**config.mk**
```make
export PLATFORM = sky130hd
export DESIGN_NAME = exp_pulse_gen
export DESIGN_NICKNAME = d
export VERILOG_FILES = /design/src/rtl/exp_pulse_gen.sv
export SDC_FILE = /design/constraint.sdc
export NUM_CORES = 1
export LEC_CHECK = 0
export CORE_UTILIZATION = 55
export CTS_BUF_LIST = sky130_fd_sc_hd__clkbuf_8
export DETAILED_ROUTE_END_ITERATION = 12
export PLACE_DENSITY_LB_ADDON = 0.12
export SLEW_MARGIN = 10
export SYNTH_ARGS = -nofsm -noshare
export SYNTH_HDL_FRONTEND = slang
export SYNTH_SLANG_ARGS = --single-unit
```
**constraint.sdc**
```tcl
create_clock -name clk -period 3 [get_ports clk]
set_input_delay 0.9 -clock clk [delete_from_list [all_inputs] [get_ports clk]]
set_output_delay 0.9 -clock clk [all_outputs]
set_load 0.1 [all_outputs]
```
**src/rtl/exp_pulse_gen.sv**
```systemverilog
// Synthetic detector-pulse source: linear rise then single-pole exponential decay on a baseline.
// Define EXP_PULSE_GEN_NOISE_EN to add a small LFSR dither (-4..+3 LSB) to every output sample.
module exp_pulse_gen #(
  parameter int DATA_W      = 12,
  parameter int AMP_W       = 12,
  parameter int FRAC_W      = 8,
  parameter int RISE_SHIFT  = 2,
  parameter int DECAY_SHIFT = 4,
  parameter int BASELINE    = 100
) (
  input  logic              clk,
  input  logic              reset,
  input  logic              start,
  input  logic [AMP_W-1:0]  amplitude,
  output logic              ready,
  output logic              busy,
  output logic              done,
  output logic [DATA_W-1:0] adc_data
);

  localparam int ACC_W  = AMP_W + FRAC_W + 1;
  localparam int STEP_W = AMP_W + FRAC_W;
  localparam int CNT_W  = RISE_SHIFT + 1;
  localparam int INT_W  = ACC_W - FRAC_W;
  localparam int SUM_W  = ((INT_W > DATA_W) ? INT_W : DATA_W) + 2;

  localparam logic [CNT_W-1:0] LAST_ADD = CNT_W'((1 << RISE_SHIFT) - 1);
  localparam logic [SUM_W-1:0] DATA_MAX = SUM_W'((1 << DATA_W) - 1);
  localparam logic [SUM_W-1:0] BASE     = SUM_W'(BASELINE);

  typedef enum logic [1:0] {IDLE, RISE, DECAY} state_t;

  state_t              state_q, state_d;
  logic [ACC_W-1:0]    acc_q, acc_d;
  logic [STEP_W-1:0]   step_q, step_d;
  logic [CNT_W-1:0]    rise_cnt_q, rise_cnt_d;
  logic                ready_q, ready_d;
  logic                busy_q, busy_d;
  logic                done_q, done_d;
  logic [DATA_W-1:0]   adc_q, adc_d;

  logic                accept;
  logic [STEP_W-1:0]   step_new;
  logic [ACC_W:0]      acc_sum;
  logic [ACC_W-1:0]    acc_sat;
  logic [ACC_W-1:0]    acc_dec;
  logic [SUM_W-1:0]    sample;

  assign accept   = start && ready_q;
  assign step_new = {amplitude, {FRAC_W{1'b0}}} >> RISE_SHIFT;
  assign acc_sum  = {1'b0, acc_q} + (ACC_W + 1)'(step_q);
  assign acc_sat  = acc_sum[ACC_W] ? {ACC_W{1'b1}} : acc_sum[ACC_W-1:0];
  assign acc_dec  = acc_q - (acc_q >> DECAY_SHIFT);
  assign sample   = SUM_W'(acc_q >> FRAC_W) + BASE;

`ifdef EXP_PULSE_GEN_NOISE_EN
  logic [15:0]  lfsr_q, lfsr_d;
  logic [SUM_W:0] noisy;

  // Galois form, taps 16,14,13,11; low three bits read as a signed -4..+3 dither.
  assign lfsr_d = {1'b0, lfsr_q[15:1]} ^ (lfsr_q[0] ? 16'hB400 : 16'h0000);
  assign noisy  = {1'b0, sample} + {{(SUM_W - 2){lfsr_q[2]}}, lfsr_q[2:0]};

  always_ff @(posedge clk or negedge reset) begin
    if (!reset) lfsr_q <= 16'hACE1;
    else        lfsr_q <= lfsr_d;
  end
`endif

  // NOTE: every signal driven here gets a default first, so no path leaves one unassigned (no latches).
  always_comb begin
    state_d    = state_q;
    acc_d      = acc_q;
    step_d     = step_q;
    rise_cnt_d = rise_cnt_q;
    done_d     = 1'b0;

    case (state_q)
      IDLE: begin
        acc_d = '0;
        if (accept) begin
          step_d     = step_new;
          rise_cnt_d = '0;
          state_d    = RISE;
        end
      end
      RISE: begin
        acc_d      = acc_sat;
        rise_cnt_d = rise_cnt_q + 1'b1;
        if (rise_cnt_q == LAST_ADD) state_d = DECAY;
      end
      DECAY: begin
        // A new request freezes the tail for one cycle; the ramp then stacks on top of it.
        if (accept) begin
          step_d     = step_new;
          rise_cnt_d = '0;
          state_d    = RISE;
        end else if (acc_dec[ACC_W-1:FRAC_W] == '0) begin
          acc_d   = '0;
          state_d = IDLE;
          done_d  = 1'b1;
        end else begin
          acc_d = acc_dec;
        end
      end
      default: state_d = IDLE;
    endcase

    ready_d = (state_d == IDLE) || (state_d == DECAY);
    busy_d  = (state_d == RISE) || (state_d == DECAY);

`ifdef EXP_PULSE_GEN_NOISE_EN
    if (noisy[SUM_W])                   adc_d = '0;
    else if (noisy[SUM_W-1:0] > DATA_MAX) adc_d = {DATA_W{1'b1}};
    else                                adc_d = noisy[DATA_W-1:0];
`else
    if (sample > DATA_MAX) adc_d = {DATA_W{1'b1}};
    else                   adc_d = sample[DATA_W-1:0];
`endif
  end

  // NOTE: state flops use non-blocking assignments only; all next-state math lives in always_comb.
  always_ff @(posedge clk or negedge reset) begin
    if (!reset) begin
      state_q    <= IDLE;
      acc_q      <= '0;
      step_q     <= '0;
      rise_cnt_q <= '0;
      ready_q    <= 1'b0;
      busy_q     <= 1'b0;
      done_q     <= 1'b0;
      adc_q      <= '0;
    end else begin
      state_q    <= state_d;
      acc_q      <= acc_d;
      step_q     <= step_d;
      rise_cnt_q <= rise_cnt_d;
      ready_q    <= ready_d;
      busy_q     <= busy_d;
      done_q     <= done_d;
      adc_q      <= adc_d;
    end
  end

  assign ready    = ready_q;
  assign busy     = busy_q;
  assign done     = done_q;
  assign adc_data = adc_q;

endmodule

```
Word-level counts from Yosys, hierarchy flattened
Index checks and enable logic that the tools add are counted.
Widths: inputs -> output; s select.
{"block": "totals", "output_inout_bits": 15, "input_bits": 15, "ff_bits": 53, "word_cells": 47}
{"block": "op_classes", "n_addsub": 4, "order_cmp": 1, "mux": 15, "n_reduce_logical": 12, "n_eq_ne": 7}
{"cell": "$mux 21", "count": 3}
{"cell": "$pmux 21 s3", "count": 1}
{"cell": "$add 21x18->22", "count": 1}
{"cell": "$sub 21x17->21", "count": 1}
{"cell": "$add 13x7->14 const B", "count": 1}
{"cell": "$gt 14x12->1 const B", "count": 1}
{"cell": "$logic_not 13->1", "count": 1}
{"cell": "$mux 12", "count": 1}
{"cell": "$mux 2", "count": 4}
{"cell": "$pmux 2 s3", "count": 1}
{"cell": "$pmux 3 s2", "count": 1}
{"cell": "$reduce_and 2->1", "count": 3}
{"cell": "$eq 2x1->1 const B", "count": 2}
{"cell": "$eq 2x2->1 const B", "count": 2}
{"cell": "$logic_not 2->1", "count": 2}
{"cell": "$add 3x1->3 const B", "count": 1}
{"cell": "$eq 3x2->1 const B", "count": 1}
{"cell": "$mux 1", "count": 3}
{"cell": "$mux 3", "count": 1}
{"cell": "$reduce_bool 3->1", "count": 1}
{"cell": "$logic_or 1x1->1", "count": 2}
{"cell": "$ne 2x1->1 const B", "count": 1}
{"cell": "$ne 2x2->1 const B", "count": 1}
{"cell": "$reduce_bool 2->1", "count": 1}
{"cell": "2 further kinds", "count": 2}

Longest topological paths before layout
Gate-level depths: netlist of run 1.
{"block": "depth", "depth_word": 7, "depth_mapped": 15, "ltp_nobuf": 15}

Worst setup path after synthesis of run 1
No wires, ideal clock.
{"block": "synth_path", "path_type": "register -> register", "start": "register acc_q[18]", "end": "register ready_q, in the netlist ready", "n_path_buf": 1, "required_time_ns": 2.873, "path_slack_ns": -0.334, "setup_ns": 0.127, "stages_incl_launch_ff": 14, "synth_period_minus_slack_ns": 3.334, "arrival_time_ns": 3.207, "path_cell_list": "dfrtp_1 -> clkbuf_1 -> inv_1 -> ha_1 -> a21oi_1 -> o21ai_0 -> or3_1 -> o31ai_1 -> o31a_1 -> nand4b_4 -> o31a_1 -> o21a_1 -> ha_1 -> or2_2"}
{"block": "synth_between", "elab_chain_cells": 7, "word_cells_on_any_way": 8, "cone_classes": "1 x add/sub; 1 x eq/ne; 3 x mux; 3 x reduce/logical"}
{"element": "start, declared", "line_no": "34", "rtl": "logic [ACC_W-1:0] acc_q, acc_d;"}
{"element": "start signal, assigned", "line_no": "126", "rtl": "acc_q <= '0;"}
{"element": "start signal, assigned", "line_no": "135", "rtl": "acc_q <= acc_d;"}
{"element": "$sub 21x17->21 (*)", "line_no": "53", "rtl": "assign acc_dec = acc_q - (acc_q >> DECAY_SHIFT);"}
{"element": "$logic_not 13->1 (*)", "line_no": "98", "rtl": "end else if (acc_dec[ACC_W-1:FRAC_W] == '0) begin"}
{"element": "$mux 2 (*)", "line_no": "98"}
{"element": "$mux 2 (*)", "line_no": "94", "rtl": "if (accept) begin"}
{"element": "$pmux 2 s3 (*)", "line_no": "78", "rtl": "case (state_q)"}
{"element": "net state_d[1]", "line_no": "33", "rtl": "state_t state_q, state_d;"}
{"element": "$eq 2x2->1 or $logic_not 2->1 (tied branches)", "line_no": "109", "rtl": "ready_d = (state_d == IDLE) || (state_d == DECAY);"}
{"element": "$logic_or 1x1->1 (*)", "line_no": "109"}
{"element": "net ready_d", "line_no": "37", "rtl": "logic ready_q, ready_d;"}
{"element": "end signal, assigned", "line_no": "138", "rtl": "ready_q <= ready_d;"}
{"element": "end, declared", "line_no": "37"}
The timed path passes the listed nets; every way through them passes the cells marked *.
A chain may end at the register's enable or synchronous reset.

Worst setup path in the final report of run 1
{"block": "layout_path", "start": "register acc_q[0]", "end": "register ready_q, in the netlist ready"}
Same word-level chain as after synthesis.

==> key figures, run 1 <==
Setup path
  • Crit. End Element: flip-flop
  • Crit path launch type: flip-flop
  • WP data required: roughly 3200 ps
  • Critical Path AT: ~3600 ps
  • Max stage delay on crit path: about 400 ps
  • Slowest CP cell: dfrtp_1
  • Worst Setup Path Type: flip-flop to flip-flop
  • Max Fanout on Critical Path: 3
  • Cell Chain, Critical Path: inv_1 -> ha_2 -> inv_2 -> fa_2 -> a211oi_4 -> o211ai_1 -> a31oi_2 -> o21bai_1 -> xnor2_1 -> o31a_1 -> nand4b_4 -> o31a_1 -> o21a_1 -> ha_2 -> or2_4

STA
  • Fin crit period: 3410 ps
  • Slew Limit Fails: 0
  • Setup ws final: -407 ps
  • RSZ-0062 raised after global routing: true
  • Max frequency: 293 MHz
  • Tcrit/Tclk final: 114%
  • Worst Skew: between 6 and 7 ps
  • Hold Violations, Final: 0
  • Worst slew margin: 63.6%
  • WHS: between 500 and 600 ps
  • Slew @ Worst Pin: 542 ps
  • Setup violations, final: 11

Final layout
  • Area growth syn-to-layout: 31.2%
  • Most frequent cells in the layout: buf_4, nand2_1, dfrtp_1
  • Share of cells above drive strength 1: 30.0%
  • Post-layout nets: about 660
  • Commonest non-fill, non-tap cell in the layout: buf_4
  • Diodes inserted: 0

Clock network
  • Clock latency on the worst-skew pair: 320 ps
  • Worst-path clk slew: around 100 ps
  • Max Buffers Root-to-Sink: 2
  • CTS tree: built
  • CTS buffer count: 5
  • Num Clock Sinks: 53
  • Htree depth: 2
  • CTS root buf: clkbuf_8

Global route
  • Global-route wire length before repair: around 19 mm
  • Initial antenna violation count: 0
  • Overflow after GRT: 0
  • Total GRT Usage: slightly above 30%
  • Vias in the first global route: roughly 4000
  • Largest net degree at the start of global routing: 21

Routing
  • Via/cell ratio: around 5.8
  • Initial DRC Count: 181
  • Via count: around 4100
  • Wire per inst: 16.3 um
  • Antenna-violating nets left: 0
  • Drt drc: 0
  • DRT Pass-1 Iters: 5
  • Routed WL: around 11 mm

Synthesis
  • Synth Instances: about 470
  • Ys flop type: dfrtp_1
  • Distinct cells, synth: 61
  • Post-Syn Area: between 4000 and 5000 um^2
  • Synthesized Nets: 527
  • Post-Synthesis Mean Instance Area: slightly below 9 um^2
  • Synthesized flop and latch total: 53
  • Yosys warns: 0
  • FFs w/ async S/R, synth: between 90% and 100%
  • Post-synth EDFFs: 0
  • Sequential area share after synthesis: between 30% and 40%

Floorplan
  • DIE WIDTH: just under 90 um
  • Core area: approximately 7300 um^2
  • I/O pins: 30
  • DIE HEIGHT: about 90 um
  • Die area: slightly below 8000 um^2
  • Initial Util: between 50% and 60%
  • Row count: 31

Min path
  • Hold Crit Class: flip-flop to flip-flop

Placed design
  • RD Place Congestion: just under 1
  • Input/output buffers: 29
  • Detailed placer's ending HPWL: between 9 and 10 mm
  • Post-Place Worst Slack: -396 ps

Run
  • Max_cap viols: 0

Outcome
  • Run status: complete, but fails checks
  • Failing checks: negative setup slack
## synth_stat cells, types with 2 or more instances
master,number,area share [%]
o21a_1,9,1.6
o31a_1,2,0.42
o31ai_1,2,0.36
o21bai_1,2,0.36
nor2_1,24,2.2
o211ai_1,13,2.3
or3_1,6,0.90
nor4_1,2,0.30
nand2b_1,4,0.60
nand3_1,8,0.96
a21oi_2,5,1.1
a211oi_1,5,0.90
a221o_1,2,0.48
nor2b_1,3,0.45
nand4_1,8,1.2
nand2_1,52,4.7
nor3_1,9,1.1
inv_1,34,3.1
o21ai_0,34,4.1
a21oi_1,30,3.6
xnor2_1,21,4.4
a31oi_1,3,0.45
mux2_2,13,3.5
o21ai_1,4,0.48
o221ai_1,9,1.9
ha_1,39,12
xnor2_2,2,0.78
a22o_1,2,0.42
o2111ai_1,2,0.42
a211o_1,2,0.42
dfrtp_1,53,32
and3_1,5,0.75
buf_2,5,0.60
xor2_1,6,1.3
clkbuf_1,10,0.90
or2_2,4,0.60
a21o_1,12,2.2
fa_1,2,0.96
## logic make-up (layout without fill, tap and decap cells)
logic type | after synthesis | in the layout | synth area share [%]
AOI/OAI and AO/OA | 151 | 151 | 24.8
muxes | 14 | 14 | 3.75
DFF | 53 | 53 | 31.8
and+or+nand+nor | 133 | 133 | 15.8
xor gates and xnor gates | 29 | 29 | 6.46
adders and majority gates | 41 | 41 | 12.7
buffers and inverters | 50 | 182 | 4.69
## final cells by class
| cell class | instances | area (um^2) |
|---|---|---|
| clock buffer | 5 | 68.8 |
| multi-input combinational | 368 | 2690 |
| timing repair buffer | 140 | 1090 |
| clock inverter | 3 | 43.8 |
| fill | 590 | 1830 |
| tap | 99 | 124 |
| sequential | 53 | 1330 |
| inverter | 34 | 128 |
## metrics by stage
step	instance area, um^2	setup TNS [ps]	std cells	util [%]
after floorplan	4170	-180	471	-
after global placement	5240	-474	685	71.8
after detailed placement	5240	-598	685	71.8
after CTS	5420	-1150	698	74.3
after global routing	5470	-4010	702	75.0
final	5470	-2130	702	75.0
## sequential cells by signal (all words and copies together), names as in the netlist
signal / count
done: 1
acc_q: 21
step_q: 12
state_q: 2
ready: 1
adc_data: 12
busy: 1
rise_cnt_q: 3
## path summary, 6_finish.rpt
kind,startpoint,endpoint,slack [ps],cells after the start
min,step_q[6]$_DFFE_PN0P_,step_q[6]$_DFFE_PN0P_,520,1
max reg2reg,acc_q[0]$_DFFE_PN0P_,ready$_DFF_PN0_,-410,15
min in group asynchronous,reset,acc_q[2]$_DFFE_PN0P_,540,1
max,acc_q[0]$_DFFE_PN0P_,ready$_DFF_PN0_,-410,15
min reg2reg,step_q[6]$_DFFE_PN0P_,step_q[6]$_DFFE_PN0P_,520,1
max in group asynchronous,reset,step_q[10]$_DFFE_PN0P_,1800,2
## routing by layer
metal  track usage [%]  wire [um]  vias up
met2              54.0       5720      131
met1              38.5       4800     1968
met3              5.17        625       24
met4              10.5        288        0
met5                 0          0        -
li1                  -          -     1960
## timing repair
item                       in CTS  in global routing
hold buffers                    0                  0
gates resized for setup        10                  5
setup endpoints to repair       6                 14
buffers inserted                5                  4
pin swaps                       4                  5
## critical path: cells and delay by family (launching register included)
family	cells	cell delay [ps]
flip-flops	1	400
buffers and inverters	2	100
AND/OR/NAND/NOR	2	370
AO/OA/AOI/OAI	7	1510
adder cells (fa/ha/maj)	3	720
XOR/XNOR	1	210
Power of run 1 is not shown: default switching activity piles up to over one toggle a cycle in this logic, so the estimate is an artifact.
==> inputs of run 2 (changes only) <==
--- a/config.mk
+++ b/config.mk
@@ -5,7 +5,8 @@
 export SDC_FILE = /design/constraint.sdc
 export NUM_CORES = 1
 export LEC_CHECK = 0
-export CORE_UTILIZATION = 55
+export ABC_CLOCK_PERIOD_IN_PS = 3000
+export CORE_UTILIZATION = 50
 export CTS_BUF_LIST = sky130_fd_sc_hd__clkbuf_8
 export DETAILED_ROUTE_END_ITERATION = 12
 export PLACE_DENSITY_LB_ADDON = 0.12
==> run 2 against run 1 <==
  * The run still ends with negative setup slack left
  * Critical path depth unchanged
  * Die area is 9.8% higher
  * Flip-flop and latch count unchanged
  * Global-route usage fell by 3.4 points
  * Final area down 0.57%
  * Clock-buffer cell count is 1 higher
==> key figures, run 2 (synthesis results as in run 1) <==
Outcome
  • Run status: complete, but fails checks
  • Failing checks: negative setup slack

Floorplan
  • Die area: 8700 um^2 (+9.8%)
  • Initial Util: 52.8% (-4.3 points)
  • DIE HEIGHT: 93.3 um (+4.8%)
  • I/O pins: 30 (unchanged)
  • Row count: 32 (+3.2%)
  • DIE WIDTH: 93.3 um (+4.8%)
  • Core area: 7890 um^2 (+8.2%)

Routing
  • Via/cell ratio: 5.72 (-1.7%)
  • Antenna-violating nets left: 0 (unchanged)
  • Drt drc: 0 (unchanged)
  • Initial DRC Count: 160 (-12%)
  • Via count: 4004 (-1.9%)
  • Routed WL: 11.5 mm (+0.17%)
  • DRT Pass-1 Iters: 5 (unchanged)
  • Wire per inst: 16.4 um (+0.45%)

Final layout
  • Register Area: 1330 um^2 (about the same)
  • Reg with most FFs: acc_q
  • Share of cells above drive strength 1: 29.3% (-0.75 points)
  • Layout fillers: 645 (+9.3%)
  • Final Util: 68.9% (-6.1 points)
  • Post-layout nets: 654 (-0.61%)
  • Commonest non-fill, non-tap cell in the layout: buf_4
  • Area of the multi-input gates: 2690 um^2 (+0.23%)
  • Fin area: 5440 um^2 (-0.57%)
  • Largest register FFs: 21 (unchanged)
  • Final cell count without fillers: 700 (-0.28%)
  • Area growth syn-to-layout: 30.5%
  • Diodes inserted: 0 (unchanged)
  • Most frequent cells in the layout: buf_4, dfrtp_1, nand2_1

Placed design
  • Input/output buffers: 29 (unchanged)
  • RD Place Congestion: 0.951 (-2.9%)
  • Detailed placer's ending HPWL: 9.18 mm (+0.68%)
  • DP Area: 5250 um^2 (+0.31%)
  • Dpl cells: 688 (+0.44%)
  • Post-Place Worst Slack: -448 ps (-52.1 ps)

Clock network
  • Max Buffers Root-to-Sink: 2 (unchanged)
  • CTS tree: built
  • CTS root buf: clkbuf_8
  • Clock latency on the worst-skew pair: 310 ps (about the same)
  • Worst-path clk slew: 100 ps (about the same)
  • Hold_buf cts: 0 (unchanged)
  • Htree depth: 2 (unchanged)
  • Num Clock Sinks: 53 (unchanged)
  • CTS buffer count: 5 (unchanged)

STA
  • Slew @ Worst Pin: 618 ps (+76.1 ps)
  • Worst Skew: 14.4 ps (+7.43 ps)
  • Setup violations, final: 11 (unchanged)
  • Setup ws final: -458 ps (-50.1 ps)
  • Max frequency: 289 MHz (-1.4%)
  • Fin crit period: 3460 ps (+50.1 ps)
  • Slew Limit Fails: 0 (unchanged)
  • Hold Violations, Final: 0 (unchanged)
  • Worst slew margin: 58.5% (-5.1 points)
  • Tcrit/Tclk final: 115% (+1.7 points)
  • RSZ-0062 raised after global routing: true

Run
  • Max_cap viols: 0 (unchanged)

Setup path
  • Worst setup path start: acc_q[0]$_DFFE_PN0P_
  • Crit. End Element: flip-flop
  • Worst Setup Path Type: flip-flop to flip-flop
  • WP data required: 3210 ps (about the same)
  • RR Startpoint: acc_q[0]$_DFFE_PN0P_
  • Reg2Reg Depth: 15 (unchanged)
  • Critical Path AT: 3670 ps (+50 ps)
  • R2r endpoint: ready$_DFF_PN0_
  • Setup crit end: ready$_DFF_PN0_
  • Max Fanout on Critical Path: 3 (unchanged)
  • R2R setup slack: -460 ps (-50 ps)
  • Crit path launch type: flip-flop

Global route
  • Vias in the first global route: 3897 (-2.5%)
  • Global-route wire length before repair: 18.6 mm (+0.59%)
  • Largest net degree at the start of global routing: 40 (+90%)
  • Overflow after GRT: 0 (unchanged)
  • Initial antenna violation count: 0 (unchanged)
  • Total GRT Usage: 27.4% (-3.4 points)

Min path
  • Hold Crit Class: input pin to async pin
-- run 2: changes by cell type in the layout (fill, tap and decap cells not counted), sizes merged --
| cell | before | now |
|---|---|---|
| clkinvlp | 0 | 1 |
| bufinv | 1 | 0 |
| clkinv | 1 | 0 |
| buf | 127 | 123 |
| inv | 35 | 34 |
| clkbuf | 5 | 6 |
-- run 2: final cells by class --
class,count,area share (%)
Multi-Input combinational cell,368,49.5
Clock buffer,6,1.52
Timing Repair Buffer,136,19.7
Clock inverter,1,0.138
Inverter,34,2.35
Tap cell,102,2.35
Sequential cell,53,24.4
-- run 2: worst min path at each step --
stage	from	end	slack, ps	cells after the start
2_1_floorplan	acc_q[0]$_DFFE_PN0P_	acc_q[0]$_DFFE_PN0P_	470	2
3_3_place_gp	acc_q[0]$_DFFE_PN0P_	acc_q[0]$_DFFE_PN0P_	480	2
3_5_place_dp	acc_q[0]$_DFFE_PN0P_	acc_q[0]$_DFFE_PN0P_	500	2
4_1_cts	reset	acc_q[6]$_DFFE_PN0P_	510	1
5_1_grt	reset	acc_q[6]$_DFFE_PN0P_	530	1
6_report	reset	acc_q[6]$_DFFE_PN0P_	510	1
-- run 2: routing by layer --
metal | up-vias | GRT usage, % | wire, um
li1 | 1949 | - | -
met1 | 1912 | 35.7 | 5090
met2 | 117 | 47.4 | 5670
met3 | 26 | 3.82 | 456
met4 | 0 | 7.44 | 236
met5 | - | 0 | 0
-- run 2: stage by stage --
step	hold WS, ps	setup TNS [ps]
2_1_floorplan	467	-180
3_3_place_gp	482	-657
3_5_place_dp	500	-1910
4_1_cts	513	-1450
5_1_grt	532	-5290
6_report	510	-3330
-- run 2: worst max-delay path: stages (launching register included) --
cell      delay, ps
dfrtp_1         390
inv_1            60
ha_2            180
inv_2            40
fa_2            370
a211oi_2        280
o211ai_1        180
a31oi_2         280
buf_4           170
xor2_2          140
and4_4          250
nand4b_4        130
o31a_1          310
o21a_1          190
ha_2            170
or2_4           210
-- run 2: timing repair --
item	in CTS	in global routing
cloned	0	0
pin swaps	1	10
buffers inserted	0	5
setup endpoints to repair	10	14
resized for setup	2	11
Power of run 2 is left out for the same reason.
